`config.mk`:
```
export PLATFORM = sky130hd
export DESIGN_NAME = cmp_arbiter
export DESIGN_NICKNAME = d
export VERILOG_FILES = /design/src/rtl/cmp_arbiter_pkg.sv /design/src/rtl/rr_picker.sv /design/src/rtl/cmp_arbiter.sv
export SDC_FILE = /design/constraint.sdc
export NUM_CORES = 1
export LEC_CHECK = 0
export BUFFER_PORTS_ARGS = -buffer_cell sky130_fd_sc_hd__buf_2
export CELL_PAD_IN_SITES_DETAIL_PLACEMENT = 1
export CELL_PAD_IN_SITES_GLOBAL_PLACEMENT = 2
export CORE_MARGIN = 5
export CORE_UTILIZATION = 34
export DETAILED_ROUTE_END_ITERATION = 12
export PLACE_DENSITY_LB_ADDON = 0.1
export REMOVE_ABC_BUFFERS = 1
export SLEW_MARGIN = 25
export SYNTH_ARGS = -nofsm -noshare
export SYNTH_HDL_FRONTEND = slang
export SYNTH_SLANG_ARGS = --single-unit
```
`constraint.sdc`:
```
create_clock -name Clock -period 4.1 [get_ports Clock]
set_clock_uncertainty 0.1 [all_clocks]
set_input_delay 0.41 -clock Clock [delete_from_list [all_inputs] [get_ports Clock]]
set_output_delay 0.41 -clock Clock [all_outputs]
set_load 0.01 [all_outputs]
```
`src/rtl/cmp_arbiter_pkg.sv`:
```
// -----------------------------------------------------------------------------
// cmp_arbiter_pkg
//   Shared definitions for the shared magnitude-comparator arbiter:
//   - FSM state encoding (IDLE / BUSY)
//   - comparator mode constants (unsigned / two's complement)
//   - result flag bundle
//   - id_bits(): width of a requester index, never narrower than one bit
// -----------------------------------------------------------------------------
package cmp_arbiter_pkg;

  typedef enum logic {
    CMP_ARB_IDLE = 1'b0,
    CMP_ARB_BUSY = 1'b1
  } cmp_arb_state_e;

  localparam logic CMP_MODE_UNSIGNED = 1'b0;
  localparam logic CMP_MODE_SIGNED   = 1'b1;

  localparam int unsigned STAT_W = 16;

  typedef struct packed {
    logic eq;
    logic gt;
    logic lt;
  } cmp_flags_t;

  // A single requester still needs a one-bit id port.
  function automatic int unsigned id_bits(input int unsigned n);
    return (n > 1) ? $clog2(n) : 1;
  endfunction

endpackage : cmp_arbiter_pkg

```
`src/rtl/rr_picker.sv`:
```
// -----------------------------------------------------------------------------
// rr_picker
//   Combinational round-robin winner selection, reusable by any arbiter that
//   shares one resource between NrOfReq users.
//
//   Ports:
//     req     in   NrOfReq  request vector
//     last    in   IdBits   index of the previous winner
//     onehot  out  NrOfReq  one-hot winner (all zero when req == 0)
//     idx     out  IdBits   winner index (0 when req == 0)
//     valid   out  1        at least one request present
//
//   The winner is the first set request strictly above 'last', wrapping to
//   index 0. The wrap is done as two linear passes so no modulo hardware is
//   needed for non-power-of-two requester counts.
// -----------------------------------------------------------------------------
module rr_picker
  import cmp_arbiter_pkg::*;
#(
  parameter  int NrOfReq = 2,
  localparam int IdBits  = id_bits(NrOfReq)
) (
  input  logic [NrOfReq-1:0] req,
  input  logic [IdBits-1:0]  last,
  output logic [NrOfReq-1:0] onehot,
  output logic [IdBits-1:0]  idx,
  output logic               valid
);

  always_comb begin
    // NOTE: every output gets a default before any conditional assignment,
    // otherwise the paths that find no request would infer latches.
    onehot = '0;
    idx    = '0;
    valid  = 1'b0;

    // Pass 1: requesters after the previous winner.
    for (int i = 0; i < NrOfReq; i++) begin
      if (!valid && (i > int'(last)) && req[i]) begin
        valid     = 1'b1;
        idx       = IdBits'(i);
        onehot[i] = 1'b1;
      end
    end

    // Pass 2: wrap around to the requesters up to and including 'last'.
    for (int i = 0; i < NrOfReq; i++) begin
      if (!valid && (i <= int'(last)) && req[i]) begin
        valid     = 1'b1;
        idx       = IdBits'(i);
        onehot[i] = 1'b1;
      end
    end
  end

endmodule : rr_picker

```
`src/rtl/cmp_arbiter.sv`:
```
// -----------------------------------------------------------------------------
// cmp_arbiter
//   Shares one magnitude comparator between NrOfReq requesters (e.g. branch
//   condition logic and SLT/SLTU). Requesters are served round-robin; the
//   winner's operands and mode are captured at grant, compared in the
//   following cycle, and the flags come back as a one-cycle response tagged
//   with the requester id.
//
//   Timing: Req sampled at edge N -> Gnt high in cycle N+1 -> RespValid high
//   in cycle N+2. One compare per two cycles.
//
//   Ports:
//     Clock      in   1                  rising-edge clock
//     Reset      in   1                  asynchronous, active-high
//     Req        in   NrOfReq            request per requester, hold until Gnt
//     ReqSigned  in   NrOfReq            1 = two's complement, 0 = unsigned
//     ReqDataA   in   NrOfReq*NrOfBits   operand A, requester i at [i*NrOfBits +: NrOfBits]
//     ReqDataB   in   NrOfReq*NrOfBits   operand B, same layout
//     Gnt        out  NrOfReq            one-hot grant, one cycle
//     RespValid  out  1                  result-valid pulse
//     RespId     out  IdBits             requester owning the response
//     A_EQ_B     out  1                  A == B
//     A_GT_B     out  1                  A >  B (per mode)
//     A_LT_B     out  1                  A <  B (per mode)
//     StatCount  out  16                 completed-compare counter
//
//   Build option: define CMP_ARBITER_STATS_EN to get a saturating counter of
//   issued responses on StatCount; otherwise StatCount is tied to zero.
// -----------------------------------------------------------------------------
module cmp_arbiter
  import cmp_arbiter_pkg::*;
#(
  parameter  int NrOfBits = 32,
  parameter  int NrOfReq  = 2,
  localparam int IdBits   = id_bits(NrOfReq)
) (
  input  logic                         Clock,
  input  logic                         Reset,
  input  logic [NrOfReq-1:0]           Req,
  input  logic [NrOfReq-1:0]           ReqSigned,
  input  logic [NrOfReq*NrOfBits-1:0]  ReqDataA,
  input  logic [NrOfReq*NrOfBits-1:0]  ReqDataB,
  output logic [NrOfReq-1:0]           Gnt,
  output logic                         RespValid,
  output logic [IdBits-1:0]            RespId,
  output logic                         A_EQ_B,
  output logic                         A_GT_B,
  output logic                         A_LT_B,
  output logic [STAT_W-1:0]            StatCount
);

  cmp_arb_state_e      state_q, state_d;
  logic [IdBits-1:0]   last_q;
  logic [NrOfReq-1:0]  pick_onehot;
  logic [IdBits-1:0]   pick_idx;
  logic                pick_valid;
  logic                grant_en;
  logic                resp_en;
  logic [NrOfBits-1:0] op_a_q, op_b_q;
  logic                mode_q;
  cmp_flags_t          flags_d, flags_q;

  // ---------------------------------------------------------------------------
  // Round-robin selection
  // ---------------------------------------------------------------------------
  rr_picker #(
    .NrOfReq (NrOfReq)
  ) u_rr_picker (
    .req    (Req),
    .last   (last_q),
    .onehot (pick_onehot),
    .idx    (pick_idx),
    .valid  (pick_valid)
  );

  // ---------------------------------------------------------------------------
  // FSM
  // ---------------------------------------------------------------------------
  always_ff @(posedge Clock or posedge Reset) begin
    // NOTE: sequential state uses non-blocking assignments so every register
    // samples pre-edge values, independent of block evaluation order.
    if (Reset) state_q <= CMP_ARB_IDLE;
    else       state_q <= state_d;
  end

  always_comb begin
    state_d  = state_q;
    grant_en = 1'b0;
    resp_en  = 1'b0;
    case (state_q)
      CMP_ARB_IDLE: begin
        if (pick_valid) begin
          grant_en = 1'b1;
          state_d  = CMP_ARB_BUSY;
        end
      end
      CMP_ARB_BUSY: begin
        // Requests arriving now simply wait; they are re-sampled in IDLE.
        resp_en = 1'b1;
        state_d = CMP_ARB_IDLE;
      end
      default: state_d = CMP_ARB_IDLE;
    endcase
  end

  // ---------------------------------------------------------------------------
  // Control and response registers
  // ---------------------------------------------------------------------------
  // last_q doubles as the in-flight id: it is written with the winner at
  // grant and is not touched again until the response has been issued.
  always_ff @(posedge Clock or posedge Reset) begin
    if (Reset) begin
      last_q    <= IdBits'(NrOfReq - 1);
      Gnt       <= '0;
      RespValid <= 1'b0;
      RespId    <= '0;
      flags_q   <= '0;
    end else begin
      Gnt       <= grant_en ? pick_onehot : '0;
      RespValid <= resp_en;
      if (grant_en) last_q <= pick_idx;
      if (resp_en) begin
        RespId  <= last_q;
        flags_q <= flags_d;
      end
    end
  end

  // ---------------------------------------------------------------------------
  // Operand capture
  // ---------------------------------------------------------------------------
  // NOTE: the operand/mode registers are deliberately left without reset:
  // they are only read in BUSY, which is always entered through a capture,
  // so their power-up contents can never reach an output.
  always_ff @(posedge Clock) begin
    if (grant_en) begin
      op_a_q <= ReqDataA[int'(pick_idx) * NrOfBits +: NrOfBits];
      op_b_q <= ReqDataB[int'(pick_idx) * NrOfBits +: NrOfBits];
      mode_q <= ReqSigned[pick_idx] ? CMP_MODE_SIGNED : CMP_MODE_UNSIGNED;
    end
  end

  // ---------------------------------------------------------------------------
  // Shared comparator on the captured operands
  // ---------------------------------------------------------------------------
  always_comb begin
    flags_d    = '0;
    flags_d.eq = (op_a_q == op_b_q);
    if (mode_q == CMP_MODE_SIGNED) begin
      flags_d.gt = ($signed(op_a_q) > $signed(op_b_q));
      flags_d.lt = ($signed(op_a_q) < $signed(op_b_q));
    end else begin
      flags_d.gt = (op_a_q > op_b_q);
      flags_d.lt = (op_a_q < op_b_q);
    end
  end

  assign A_EQ_B = flags_q.eq;
  assign A_GT_B = flags_q.gt;
  assign A_LT_B = flags_q.lt;

  // ---------------------------------------------------------------------------
  // Optional response counter
  // ---------------------------------------------------------------------------
`ifdef CMP_ARBITER_STATS_EN
  logic [STAT_W-1:0] stat_q;

  // Counts on the same edge that raises RespValid, so StatCount already
  // includes the response being presented.
  always_ff @(posedge Clock or posedge Reset) begin
    if (Reset)                        stat_q <= '0;
    else if (resp_en && !(&stat_q))   stat_q <= stat_q + 1'b1;
  end

  assign StatCount = stat_q;
`else
  assign StatCount = '0;
`endif

endmodule : cmp_arbiter
```
==> qor.csv <==
stage;metric;value;unit
grt;Global Route met1 Usage;0.149;
clock_network;Clock Path Buffers;2;
route;DRT Wirelength;8410;um
timing;Hold WS;285;ps
floorplan;IO Count;157;
route;drt via density;4.59;
timing;worst-margin pin slew;787;ps
clock_network;worst skew pair latency;320;ps
timing;period utilization;0.584;
placed_design;post-DP HPWL;6690;um
clock_network;root buffer cell;clkbuf_16;
worst_setup_path;worst reg2reg path depth;7;
pwr;VDD IR-drop max;0.000168;V
floorplan;Starting Density;0.350;
clock_network;post-CTS resize count;0;
grt;Overflow after GRT;0;
layout;layout cells sized above 1;0.513;
synthesis;number of synthesis warnings;0;
layout;Finished Layout Cells;589;
layout;Final Instance Area;5100;um^2
timing;clock period minus worst slack;2390;ps
synthesis;Yosys reg bits;74;
route;1st-iter DRT viols;60;
clock_network;clock sinks;74;
timing;final hold vios;0;
grt;gr usage total;0.121;
placed_design;gpl congestion;0.692;
floorplan;die area;14100;um^2
clock_network;number of CTS-inserted buffers;9;
grt;first-pass GRT wire length;13800;um
clock_network;CTS tree;yes;
route;drt first pass iters;4;
floorplan;Core Rows;39;
timing;RSZ-0062 raised after global routing;no;
placed_design;Area after DPL;4840;um^2
grt;vias in the first global route;2943;
grt;busiest grt layer;met2;
synthesis;EDFF count, synth;65;
route;ANT nets after route;0;
run_status;status;complete, no violations;
synthesis;main flop type after synthesis;edfxtp_1;
synthesis;library cells used by synthesis;37;
timing;relative slew slack;0.475;
timing;final max-slew violation count;0;
layout;Area Growth Syn to Fin;26.7;%
floorplan;die width;119;um
placed_design;port buffer count;140;
floorplan;Die Ht;119;um
layout;final design utilization;0.443;
grt;met2 usage;0.199;
min_path;worst min-delay path class;in -> reg;
worst_setup_path;Worst EP required;4200;ps
layout;Layout Nets;607;
layout;number of diodes;0;
synthesis;Avg Inst Size Synth;13.7;um^2
worst_setup_path;WP data arrival;2500;ps
layout;filler instances;1253;
grt;initial antenna violation count;0;
route;vias post-DR;2706;
route;DRC viols;0;
worst_setup_path;critical path peak fanout;4;
clock_network;postcts setup bufs;0;
placed_design;dpl cells;572;
worst_setup_path;CP Capture Type;flop;
clock_network;H-tree levels;3;
grt;largest net degree at the start of global routing;66;
clock_network;clk slew on worst S/H paths;50;ps
flow_run;maxcap violations;0;
timing;final setup violation count;0;
pwr;PD cells;402;nW/um^2
pwr;Leakage Power;2.33;nW
synthesis;Cells after Synth;295;
synthesis;Cell Area, Synth;4030;um^2
synthesis;sequential cell area fraction in the yosys report;0.541;
route;Avg WL per Cell;14.3;um
min_path;hold path depth;2;
floorplan;core area;11500;um^2
worst_setup_path;Worst Setup Start Kind;flop;
grt;GRT met3 Usage;0.0398;
timing;setup_tns;0;ps
timing;Peak Freq;418;MHz
worst_setup_path;CP Class;reg -> reg;
synthesis;post-synthesis async set-or-reset flop share;0.122;
==> report_power, final <==
group          total (mW)  leakage (nW)  switching, mW  internal [mW]
registers           0.970         0.740         0.0330          0.937
logic               0.410          1.46          0.205          0.204
clock network       0.674         0.128          0.269          0.404
total                2.05          2.33          0.508           1.55
==> final timing paths <==
check	startpoint	endpoint	slack (ps)
setup / recovery	op_a_q[11]	A_GT_B	1710
hold / removal	ReqDataB[35]	op_b_q[3]	290
setup reg to reg	op_a_q[11]	A_GT_B	1710
hold reg to reg	state_q	RespValid	370
max in group asynchronous	Reset	last_q	3090
min in group asynchronous	Reset	RespValid	510
==> cells in the final DEF (no fill, tap or decap), drive strengths merged, types with 2 or more instances in the layout <==
master    n
and2      2
dfrtp     8
conb     16
clkbuf   12
nand3     2
inv      35
nor2      3
buf     142
nand4     8
nor2b     2
edfxtp   65
a21oi    15
a21o      4
a221o     2
clkinv    4
ha       32
mux2     66
nand2     7
o21ai     4
==> cell families after synthesis <==
group,after synthesis,synth area share
AO/OA/AOI/OAI,34,0.0584
other,1,0.000931
flip-flops,74,0.541
adder cells (fa/ha/maj),32,0.0994
AND/OR/NAND/NOR,30,0.0460
buffers and inverters,58,0.0699
multiplexers,66,0.185
==> synth_stat cells (3+ instances only) <==
cell type / count / area share
a21o_1: 4 / 0.0075
nand2_1: 6 / 0.0056
buf_2: 3 / 0.0037
buf_4: 16 / 0.030
o21ai_0: 4 / 0.0050
clkbuf_1: 4 / 0.0037
a21oi_1: 15 / 0.019
nand4_1: 7 / 0.011
dfrtp_1: 8 / 0.050
mux2_2: 66 / 0.18
nor2_1: 3 / 0.0028
inv_1: 35 / 0.033
edfxtp_1: 65 / 0.48
ha_1: 32 / 0.099
==> critical path: stages (launching register included) <==
cell       delay (ps)
edfxtp_1          360
ha_1              320
a21oi_1           160
o21a_1            150
o221ai_1          190
a2111oi_2         540
nand3_1           140
a221o_1           310
==> final cells by class <==
class                   count  area (um^2)  area share
flip-flops and latches     74         2180       0.427
clock buffers              12          236      0.0463
well taps                 143          179      0.0350
clock inverters             4         18.8     0.00368
multi-input cells         178         1640       0.320
repair buffers            143          726       0.142
inverters                  35          131      0.0257
==> through the flow <==
stage                     setup WS [ps]  power, mW
after global routing               1490       2.18
after global placement             1710       1.39
after CTS                          1630       2.09
after floorplan                    -300       1.25
final                              1710       2.05
after detailed placement           1650       1.40
==> flip-flops by register name, indices dropped and copies added (netlist names) <==
register	count
A_EQ_B	1
RespId	1
RespValid	1
op_a_q	32
A_LT_B	1
mode_q	1
state_q	1
op_b_q	32
last_q	1
Gnt	2
A_GT_B	1
==> metal layers <==
| layer | wire (um) | vias up |
|---|---|---|
| li1 | - | 1349 |
| met1 | 3570 | 1260 |
| met2 | 4110 | 90 |
| met3 | 631 | 7 |
| met4 | 102 | 0 |
| met5 | 0 | - |
==> repair_timing <==
| action | CTS | global route |
|---|---|---|
| endpoints found under the setup margin | 0 | 0 |
| hold endpoints to repair | 8 | 0 |
| hold buffers | 1 | 0 |
Note: power is estimated with default switching activity, not from simulation.
